$ cat src/rtl/uart_rx.sv
// uart_rx: 8N1 receiver with a 2**FIFO_AW-byte FWFT FIFO; define UART_RX_PARITY_EN for an even-parity bit
module uart_rx #(
    parameter int CLK_FREQ  = 12000000,
    parameter int BAUD_RATE = 115200,
    parameter int FIFO_AW   = 2
) (
    input  logic       clk,
    input  logic       rst,
    input  logic       uart_rx_wire,
    input  logic       rd_enable,
    input  logic       err_clear,
    output logic [7:0] data_out,
    output logic       data_valid,
    output logic       frame_err,
    output logic       overrun
);
    localparam int CLKS_PER_BIT = CLK_FREQ / BAUD_RATE;
    localparam int CW = $clog2(CLKS_PER_BIT);
    localparam logic [CW-1:0] HALF = CW'(CLKS_PER_BIT / 2 - 1);
    localparam logic [CW-1:0] FULL = CW'(CLKS_PER_BIT - 1);
`ifdef UART_RX_PARITY_EN
    typedef enum logic [2:0] {IDLE, START, DATA, PARITY, STOP} state_t;
`else
    typedef enum logic [1:0] {IDLE, START, DATA, STOP} state_t;
`endif
    state_t state_q, state_d;
    logic [CW-1:0] cnt_q, cnt_d;
    logic [2:0] bit_idx_q, bit_idx_d;
    logic [7:0] shift_q, shift_d;
    logic sync1_q, sync2_q, hist_q;
    logic frame_err_q, frame_err_d, overrun_q, overrun_d;
    logic [FIFO_AW:0] wr_ptr_q, wr_ptr_d, rd_ptr_q, rd_ptr_d;
    logic [7:0] mem_q [2**FIFO_AW];
    logic fall, push, frame_set, keep, empty, full, pop, wr_en;
`ifdef UART_RX_PARITY_EN
    logic drop_q, drop_d;
    assign keep = ~drop_q;
`else
    assign keep = 1'b1;
`endif
    assign fall = hist_q & ~sync2_q;
    always_comb begin
        state_d = state_q;
        cnt_d = cnt_q + 1'b1;
        bit_idx_d = bit_idx_q;
        shift_d = shift_q;
        push = 1'b0;
        frame_set = 1'b0;
`ifdef UART_RX_PARITY_EN
        drop_d = drop_q;
`endif
        case (state_q)
            IDLE: begin
                cnt_d = '0;
                if (fall) state_d = START;
`ifdef UART_RX_PARITY_EN
                if (fall) drop_d = 1'b0;
`endif
            end
            START: if (cnt_q == HALF) begin
                cnt_d = '0;
                bit_idx_d = '0;
                state_d = sync2_q ? IDLE : DATA;
            end
            DATA: if (cnt_q == FULL) begin
                cnt_d = '0;
                shift_d[bit_idx_q] = sync2_q;
                bit_idx_d = bit_idx_q + 1'b1;
`ifdef UART_RX_PARITY_EN
                if (bit_idx_q == 3'd7) state_d = PARITY;
`else
                if (bit_idx_q == 3'd7) state_d = STOP;
`endif
            end
`ifdef UART_RX_PARITY_EN
            PARITY: if (cnt_q == FULL) begin
                cnt_d = '0;
                state_d = STOP;
                frame_set = sync2_q != ^shift_q;
                drop_d = sync2_q != ^shift_q;
            end
`endif
            STOP: if (cnt_q == FULL) begin
                cnt_d = '0;
                state_d = IDLE;
                push = sync2_q & keep;
                frame_set = ~sync2_q;
            end
            default: state_d = IDLE;
        endcase
    end
    // a pop only counts when there is something to pop, which also frees a slot for a same-cycle push
    assign empty = wr_ptr_q == rd_ptr_q;
    assign full = (wr_ptr_q[FIFO_AW] != rd_ptr_q[FIFO_AW]) && (wr_ptr_q[FIFO_AW-1:0] == rd_ptr_q[FIFO_AW-1:0]);
    assign pop = rd_enable & ~empty;
    assign wr_en = push & (~full | pop);
    assign wr_ptr_d = wr_ptr_q + (FIFO_AW+1)'(wr_en);
    assign rd_ptr_d = rd_ptr_q + (FIFO_AW+1)'(pop);
    assign overrun_d = (overrun_q & ~err_clear) | (push & full & ~pop);
    assign frame_err_d = (frame_err_q & ~err_clear) | frame_set;
    assign data_valid = ~empty;
    assign data_out = empty ? 8'h00 : mem_q[rd_ptr_q[FIFO_AW-1:0]];
    assign frame_err = frame_err_q;
    assign overrun = overrun_q;
    always_ff @(posedge clk) begin
        if (rst) begin
            state_q <= IDLE;
            cnt_q <= '0;
            bit_idx_q <= '0;
            shift_q <= '0;
            sync1_q <= 1'b1;
            sync2_q <= 1'b1;
            hist_q <= 1'b1;
            frame_err_q <= 1'b0;
            overrun_q <= 1'b0;
            wr_ptr_q <= '0;
            rd_ptr_q <= '0;
`ifdef UART_RX_PARITY_EN
            drop_q <= 1'b0;
`endif
        end else begin
            state_q <= state_d;
            cnt_q <= cnt_d;
            bit_idx_q <= bit_idx_d;
            shift_q <= shift_d;
            sync1_q <= uart_rx_wire;
            sync2_q <= sync1_q;
            hist_q <= sync2_q;
            frame_err_q <= frame_err_d;
            overrun_q <= overrun_d;
            wr_ptr_q <= wr_ptr_d;
            rd_ptr_q <= rd_ptr_d;
`ifdef UART_RX_PARITY_EN
            drop_q <= drop_d;
`endif
            if (wr_en) mem_q[wr_ptr_q[FIFO_AW-1:0]] <= shift_q;
        end
    end
endmodule

$ cat config.mk
export PLATFORM = sky130hd
export DESIGN_NAME = uart_rx
export DESIGN_NICKNAME = d
export VERILOG_FILES = /design/src/rtl/uart_rx.sv
export SDC_FILE = /design/constraint.sdc
export NUM_CORES = 1
export LEC_CHECK = 0
export BUFFER_PORTS_ARGS = -buffer_cell sky130_fd_sc_hd__buf_2
export CAP_MARGIN = 20
export CORE_MARGIN = 5
export CORE_UTILIZATION = 50
export DETAILED_ROUTE_END_ITERATION = 12
export HOLD_SLACK_MARGIN = 0.12
export PLACE_DENSITY = 0.79
export SYNTH_ARGS = -nofsm -noshare
export SYNTH_HDL_FRONTEND = slang
export SYNTH_SLANG_ARGS = --single-unit
export TNS_END_PERCENT = 5
$ cat constraint.sdc
create_clock -name clk -period 3.1 [get_ports clk]
set_clock_uncertainty 0.1 [all_clocks]
set_input_delay 0.465 -clock clk [delete_from_list [all_inputs] [get_ports clk]]
set_output_delay 0.465 -clock clk [all_outputs]
set_load 0.05 [all_outputs]
### After elaboration in Yosys (flattened, before gate mapping)

Memories as Yosys holds them, arrays and structs flattened. A register that Yosys moved wholly into a read port is not among the register bits.
Cells that the tools add are included.

| word-level totals | value |
|---|---|
| bits in registers | 31 |
| memories kept | 1 |
| input bits | 5 |
| logic and storage cells | 80 |
| bits in writable memories | 32 |
| latch bits | 0 |
| output and inout bits | 11 |
| memory bits (read-only) | 0 |

| cells by class | value |
|---|---|
| muxes and demuxes | 25 |
| equal/unequal tests | 14 |
| shift-type cells | 0 |
| reduce and logical (&&, ||, !) cells | 8 |
| $lt $le $gt $ge | 2 |
| bitwise gates (word level) | 15 |
| divide/modulo/power cells | 0 |
| $mul | 0 |
| add/subtract/negate cells | 4 |

Memory list:

| name | depth | bits a word | rd ports | clocked after Yosys merged registers in | wr ports | RTL line | source |
|---|---|---|---|---|---|---|---|
| mem_q | 4 | 8 | 1 | 1 | 1 | 33 | `logic [7:0] mem_q [2**FIFO_AW];` |

Operator list:

| kind | number |
|---|---|
| $pmux W7 S3 | 1 |
| $mux W2 | 7 |
| $mux W7 | 2 |
| $ne A2 B2 Y1 const B | 5 |
| $bwmux W8 | 1 |
| $mux W1 | 8 |
| $mux W8 | 1 |
| $pmux W2 S4 | 1 |
| $add A7 B1 Y7 const B | 1 |
| $and A1 B1 Y1 | 7 |
| $eq A7 B6 Y1 const B | 1 |
| $eq A7 B7 Y1 const B | 1 |
| $add A3 B1 Y3 | 2 |
| $mux W3 | 2 |
| $pmux W3 S2 | 1 |
| $not A1 Y1 | 5 |
| $reduce_and A5 Y1 | 1 |
| $eq A2 B2 Y1 const B | 2 |
| $lt A3 B4 Y1 const B | 1 |
| $add A3 B1 Y3 const B | 1 |
| $demux W1 S3 | 1 |
| $eq A3 B3 Y1 | 1 |
| $eq A3 B3 Y1 const B | 1 |
| $ge A3 B1 Y1 const B | 1 |
| other kinds (10) | 13 |

### Depth between registers and ports, before layout

Gate-level depths: netlist (run 1).

| depth | value |
|---|---|
| word-level depth | 8 |
| gate-level depth with buffers | 10 |
| depth with buffers taken out | 9 |

### Worst setup path after synthesis (run 1)

No wires, ideal clock.

| timing path | value |
|---|---|
| path kind | reg-to-reg |
| start | reg cnt_q[0] |
| end | mem mem_q[0][0] (enable) |
| clock period less this slack | 2596 ps |
| setup time | 395 ps |
| arrival time | 2102 ps |
| path buffers | 1 |
| cell stages (with the launch flop) | 7 |
| path slack | 504 ps |
| cells stage by stage | dfxtp_1 -> ha_1 -> and3b_1 -> buf_4 -> and3_1 -> nand4b_2 -> nor4_1 |

| between the ends | value |
|---|---|
| longest elaborated chain between the ends | 7 |

Ends and longest elaborated chain:

| what | RTL line | source |
|---|---|---|
| start, declared | 27 | `logic [CW-1:0] cnt_q, cnt_d;` |
| start signal, assigned | 123 | `cnt_q <= cnt_d;` |
| $eq A7 B7 Y1 | 83 | `STOP: if (cnt_q == FULL) begin` |
| $mux W1 | 83 |  |
| $mux W1 | 52 | `case (state_q)` |
| $and A1 B1 Y1 | 96 | `assign wr_en = push & (~full \| pop);` |
| $mux W1 | 136 | `if (wr_en) mem_q[wr_ptr_q[FIFO_AW-1:0]] <= shift_q;` |
| $mux W1 | 106 | `if (rst) begin` |
| $mux W1 (implied by the code) | 136 |  |
| end, declared | 33 |  |

Every way passes these cells.

### Worst setup path in the final report (run 1)

| timing path | value |
|---|---|
| start | reg rd_ptr_q[1] |
| end | out data_out[0] |

| between the ends | value |
|---|---|
| longest elaborated chain between the ends | 2 |

Ends and longest elaborated chain:

| what | RTL line | source |
|---|---|---|
| start, declared | 32 | `logic [FIFO_AW:0] wr_ptr_q, wr_ptr_d, rd_ptr_q, rd_ptr_d;` |
| start signal, assigned | 132 | `rd_ptr_q <= rd_ptr_d;` |
| $eq A3 B3 Y1 | 93 | `assign empty = wr_ptr_q == rd_ptr_q;` |
| $mux W8 | 102 | `assign data_out = empty ? 8'h00 : mem_q[rd_ptr_q[FIFO_AW-1:0]];` |
| end, declared | 12 | `output logic [7:0] data_out,` |

Every way passes these cells.

==> flow_summary_export.csv, run 1 <==
group,metric,value,unit
power_and_ir_drop,powerDensity,509.4,mW/mm^2
synthesis,yosysMostFrequentCell,"edfxtp_1",
sta,hold_viol_final,0,
floorplanning,io_pins,16,
detailed_routing,drc_errors,0,
synthesis,yosysTopAreaCellShare,35.26,%
synthesis,synth-seq-cells,63,
synthesis,synth_compound_area_share,2.433,%
sta,tightest_slew,653.7,ps
detailed_routing,viasPerCell,5.353,
worst_setup_path,path_cells,"xor2_1 -> nor3b_2 -> nor2b_1 -> buf_2",
global_route,grt_max_degree,37,
clock_network,tritoncts,"done",
synthesis,synth_warnings,0,
synthesis,synthCells,207,
worst_setup_path,crit_path_end_kind,"output port",
sta,final.min_clock_period,2592,ps
detailed_routing,routed_wl,4382,um
layout,syn_to_final_growth,12.21,%
place,hpwlAfterDp,2847,um
detailed_routing,drt-pass1-iter-count,4,
floorplanning,core_area,0.005205,mm^2
worst_setup_path,critPathMaxFanout,10,
global_route,grt.total_usage,13.97,%
clock_network,clock_path_buffers,2,
worst_setup_path,critPathArrivalTime,2030,ps
floorplanning,initial_utilization,52.36,%
clock_network,htree_levels,3,
synthesis,synthXorXnorAreaFrac,3.214,%
synthesis,synth_top_family_by_area,"simple AND/OR/NAND/NOR gates",
worst_setup_path,crit_required,2530,ps
global_route,antenna_found_initial,0,
sta,hold_slack,219.3,ps
worst_setup_path,max_stage_delay,610,ps
synthesis,synth_top_cell_by_area,"edfxtp_1",
worst_setup_path,path_buf_inv,1,
sta,worst_slew_margin_rel,56.23,%
global_route,grt_pass1_vias,1601,
clock_network,clock_latency,330,ps
sta,rsz0062_at_grt,"no",
floorplanning,chipWidth,83.83,um
synthesis,synth.avg_cell_area,13.16,um^2
clock_network,postCtsHoldBufs,0,
detailed_routing,ant_nets,0,
detailed_routing,wl_per_cell,14.46,um
clock_network,clkTransAtPathRegs,70,ps
sta,setup_viol,0,
worst_setup_path,crit_path_start_kind,"flip-flop",
worst_setup_path,path_class,"reg -> out",
synthesis,synth_ff_type,"edfxtp_1",
place,gp_congestion,0.7646,
layout,post_route_cells_drive_above_1_share,27.04,%
clock_network,clock_sinks,63,
floorplanning,num_rows,26,
outcome,status,"complete, no violations",
sta,timing.final.crit_share,83.61,%
layout,fin_nets,240,
layout,final_util,58.75,%
global_route,grt_pass1_wl,7721,um
worst_setup_path,cpLargestDelayFamily,"simple AND/OR/NAND/NOR gates",
synthesis,synth_common_cells,"32 x edfxtp_1, 31 x dfxtp_1, 13 x nor2_1, 13 x nor2b_1, 9 x mux2i_1",
synthesis,yosys-top-cells-area,"edfxtp_1 35%, dfxtp_1 23%, mux4_2 6.6%, mux2i_1 3.3%, ha_1 3.2%",
synthesis,yosysSeqAreaShare,58.03,%
global_route,overflow,0,
floorplanning,die_h,83.83,um
synthesis,async_flop_share,0,%
layout,diodes,0,
synthesis,synthDistinctLibCells,38,
place,place_area,0.002870,mm^2
power_and_ir_drop,p_total,0.001558,W
synthesis,synth-edff-count,32,
detailed_routing,num_vias,1622,
flow_run,maxCapViolations,0,
synthesis,synth_mux_area_share,9.917,%
sta,fin_tns_setup,0,ps
clock_network,ctsResizeCount,0,
clock_network,postCtsSetupBuffers,0,
sta,finalMaxSlewViolations,0,
place,io_buffers,15,
synthesis,yosys.area_share.simple,20.34,%
layout,num-fill-cells,426,
synthesis,synth_nets,219,
clock_network,cts-root-buf,"clkbuf_8",
layout,final_area,0.003058,mm^2
synthesis,synthAdderAreaFrac,3.214,%
detailed_routing,drt_iter0_markers,89,
min_path,hold_path.class,"in -> reg",
floorplanning,dieArea,0.007027,mm^2
power_and_ir_drop,p_leak,1.099,nW
clock_network,cts_buffers,9,
worst_setup_path,slowest_stage,"dfxtp_1",
synthesis,netlist_area,0.002725,mm^2
sta,fmax,0.3858,GHz
power_and_ir_drop,peakVddDrop,0.2752,mV
-- final cells by class --
cell class	instances	area, um^2	area share (%)
clock buffer	9	123.9	4.051
clock inverter	7	63.81	2.087
timing repair buffer	20	112.6	3.682
multi-input combinational	128	1066	34.86
tap	70	87.58	2.864
inverter	6	22.52	0.7365
sequential	63	1582	51.72
-- flip-flops by register name, indices dropped and copies added, names as in the netlist, 3 cells and up, named ones only --
register and count:
wr_ptr_q 3, rd_ptr_q 3, shift_q 8, mem_q 32, cnt_q 7, bit_idx_q 3
-- per-stage QoR --
stage          cells  worst slack (ps)
2_1_floorplan    207             503.7
3_3_place_gp     287             800.7
3_5_place_dp     287             760.0
4_1_cts          303             435.0
5_1_grt          303             313.1
6_report         303             508.1
-- final timing paths --
check / startpoint / endpoint / slack, ps / depth (start not counted)
max: rd_ptr_q[1]$_SDFF_PP0_ / data_out[0] / 510 / 4
min reg2reg: sync1_q$_SDFF_PP1_ / sync2_q$_SDFF_PP1_ / 310 / 1
max reg2reg: cnt_q[0]$_SDFF_PP0_ / mem_q[1][5]$_DFFE_PP_ / 760 / 6
min: uart_rx_wire / sync1_q$_SDFF_PP1_ / 220 / 2
-- per-layer routing --
metal,global-route usage [%],routed length [um],vias up
li1,-,-,814
met1,17.06,1995,785
met2,22.85,2173,16
met3,3.850,146,7
met4,6.579,67,0
met5,0,0,-
-- cells by family after synthesis --
group / after synthesis
compound gates: 11
xor+xnor: 10
fa+ha+maj: 7
buf+inv: 16
flops: 63
mux: 17
simple gates: 83
-- report_power, final --
group | internal (W) | switching [W] | total, W
Sequential | 0.000869 | 0.00000417 | 0.000873
Clock | 0.000364 | 0.000302 | 0.000666
Combinational | 0.00000616 | 0.0000123 | 0.0000184
Total | 0.00124 | 0.000319 | 0.00156
-- placed cells by master (no fill, tap or decap), types with 5 or more instances in the layout --
cell / n
buf_2: 15
xor2_1: 5
xnor2_1: 5
ha_1: 7
nand4_1: 6
nor2_1: 13
nor3_1: 7
mux2i_1: 9
nor3_2: 8
inv_1: 6
a21oi_1: 7
mux4_2: 8
clkbuf_8: 9
edfxtp_1: 32
dfxtp_1: 31
nand3_1: 7
nor2b_1: 13
buf_4: 5
No activity file was read; power rests on OpenSTA's default activity.
==> inputs of run 2 (changes only) <==
Settings changed: PLACE_DENSITY 0.79 to 0.81.
Clock period 3.1 ns to 2.1 ns, I/O delays scaled along.
==> run 2 against run 1 <==
  * Design area up 7.8%
  * Cell count up 4.6%
  * Hold slack worse by 66 ps
  * Clock power up 50%
  * Largest power group unchanged
  * Core utilization up 4.6 points
  * Setup slack worse by 470 ps
  * Highest routed layer unchanged
  * Die area unchanged
  * Register-to-register slack worse by 660 ps
  * Largest cell class unchanged
  * Clock-buffer cell count up 1
  * First-iteration DRC count down 7.9%
==> flow_summary_export.csv, run 2 (synthesis gave the netlist of run 1 again) <==
group,metric,value,unit
detailed_routing,routed_wl,4675,um
layout,post_route_cells_drive_above_1_share,34.41,%
floorplanning,chipWidth,83.83,um
global_route,grt_pass1_vias,1659,
layout,layout_commonest_cell,"edfxtp_1",
detailed_routing,num_vias,1677,
sta,hold_viol_final,0,
sta,final.min_clock_period,2063,ps
worst_setup_path,path_class,"reg -> out",
place,dp_slack,80.45,ps
global_route,grt_max_degree,31,
power_and_ir_drop,power_frac_comb,1.5,%
detailed_routing,ant_nets,0,
worst_setup_path,critPathArrivalTime,1650,ps
clock_network,cts_buffers,9,
clock_network,clock_latency,330,ps
floorplanning,core_area,0.005205,mm^2
worst_setup_path,critPathMaxFanout,5,
min_path,hold_path.class,"in -> reg",
power_and_ir_drop,p_total,0.002322,W
clock_network,htree_levels,3,
detailed_routing,drc_errors,0,
sta,finalMaxSlewViolations,0,
floorplanning,die_h,83.83,um
floorplanning,num_rows,26,
worst_setup_path,slowest_stage,"mux4_2",
clock_network,clock_sinks,63,
power_and_ir_drop,p_int,0.001838,W
floorplanning,initial_utilization,52.36,%
layout,syn_to_final_growth,20.98,%
worst_setup_path,cpLargestDelayFamily,"multiplexers",
global_route,overflow,0,
detailed_routing,drt_iter0_markers,82,
clock_network,clock_path_buffers,2,
worst_setup_path,path_buf_inv,2,
worst_setup_path,crit_required,1680,ps
global_route,antenna_found_initial,0,
detailed_routing,viasPerCell,5.290,
sta,rsz0062_at_grt,"yes",
global_route,grt.total_usage,14.41,%
worst_setup_path,max_stage_delay,480,ps
sta,fmax,0.4848,GHz
floorplanning,io_pins,16,
power_and_ir_drop,seq_power_share,55.4,%
sta,tightest_slew,629.7,ps
place,io_buffers,15,
power_and_ir_drop,powerDensity,704.3,mW/mm^2
clock_network,tritoncts,"done",
sta,timing.final.crit_share,98.22,%
sta,setup_viol,0,
sta,worst_slack,37.42,ps
clock_network,clkTransAtPathRegs,70,ps
sta,worst_slew_margin_rel,58.02,%
detailed_routing,wl_per_cell,14.75,um
place,place_area,0.003043,mm^2
power_and_ir_drop,clock_power_share,43.0,%
layout,final_util,63.34,%
worst_setup_path,path_cells,"buf_6 -> mux4_2 -> nor2b_1 -> buf_4",
clock_network,cts-root-buf,"clkbuf_8",
layout,largest_reg_flops,32,
place,gp_congestion,0.7806,
layout,diodes,0,
layout,final_area,0.003297,mm^2
power_and_ir_drop,peakVddDrop,0.4543,mV
power_and_ir_drop,p_leak,1.188,nW
sta,hold_slack,153.3,ps
power_and_ir_drop,netSwitchingFraction,20.84,%
floorplanning,dieArea,0.007027,mm^2
layout,final_cell_mix,"32 x edfxtp_1, 28 x dfxtp_1, 23 x buf_4",
flow_run,maxCapViolations,0,
global_route,grt_pass1_wl,7962,um
worst_setup_path,crit_path_start_kind,"flip-flop",
outcome,status,"complete, no violations",
worst_setup_path,crit_path_end_kind,"output port",
clock_network,postCtsSetupBuffers,0,
power_and_ir_drop,power_switching,0.0004839,W
layout,fin_nets,254,
detailed_routing,drt-pass1-iter-count,4,
place,hpwlAfterDp,3179,um
==> run 2: worst register-to-register path, delay by kind of cell (launching register included) <==
family                     cells  cell delay, ps
DFF                            1             360
buffers and inverters          2             220
and+or+nand+nor                3             600
adders and majority gates      2             440
xor gates and xnor gates       1             190
==> run 2: routing by layer <==
metal,vias up,global-route usage (%),routed length (um)
li1,836,-,-
met1,816,17.89,2167
met3,4,5.035,187
met2,21,22.99,2278
met4,0,5.702,42
met5,-,0,0
==> run 2: cell type report <==
class / count / area, um^2
Multi-Input combinational cell: 128 / 1150
Tap cell: 70 / 87.58
Sequential cell: 63 / 1588
Clock buffer: 10 / 127.6
Inverter: 6 / 22.52
Clock inverter: 6 / 61.31
Fill cell: 422 / 1908
Timing Repair Buffer: 34 / 260.3
==> run 2: final timing paths <==
check                           cells past startpoint  slack [ps]                      to                   start
worst max-delay path                                4          40             data_out[6]  rd_ptr_q[0]$_SDFF_PP0_
worst min-delay path                                4         150      overrun$_SDFF_PP0_               err_clear
worst max register to register                      8         100  wr_ptr_q[1]$_SDFF_PP0_  rd_ptr_q[0]$_SDFF_PP0_
worst min register to register                      1         310      sync2_q$_SDFF_PP1_      sync1_q$_SDFF_PP1_
==> run 2: repair_timing <==
action	4_1_cts	5_1_grt
hold buffers	1	0
gates cloned	1	0
resized for setup	12	5
hold endpoints to repair	1	0
endpoints found under the setup margin	8	27
==> run 2: power by group through the flow <==
stage	logic, W	clock network (W)	registers (W)
after floorplan	0.0000282	0	0.00131
after global placement	0.0000338	0	0.00131
after detailed placement	0.0000344	0	0.00132
after CTS	0.0000359	0.00103	0.00129
after global routing	0.0000391	0.00110	0.00129
final	0.0000358	0.000999	0.00129
==> run 2: stage by stage <==
| step | TNS [ps] | instances |
|---|---|---|
| 3_5_place_dp | 0 | 299 |
| 2_1_floorplan | 0 | 207 |
| 5_1_grt | -353.6 | 317 |
| 3_3_place_gp | 0 | 299 |
| 4_1_cts | 0 | 317 |
| 6_report | 0 | 317 |
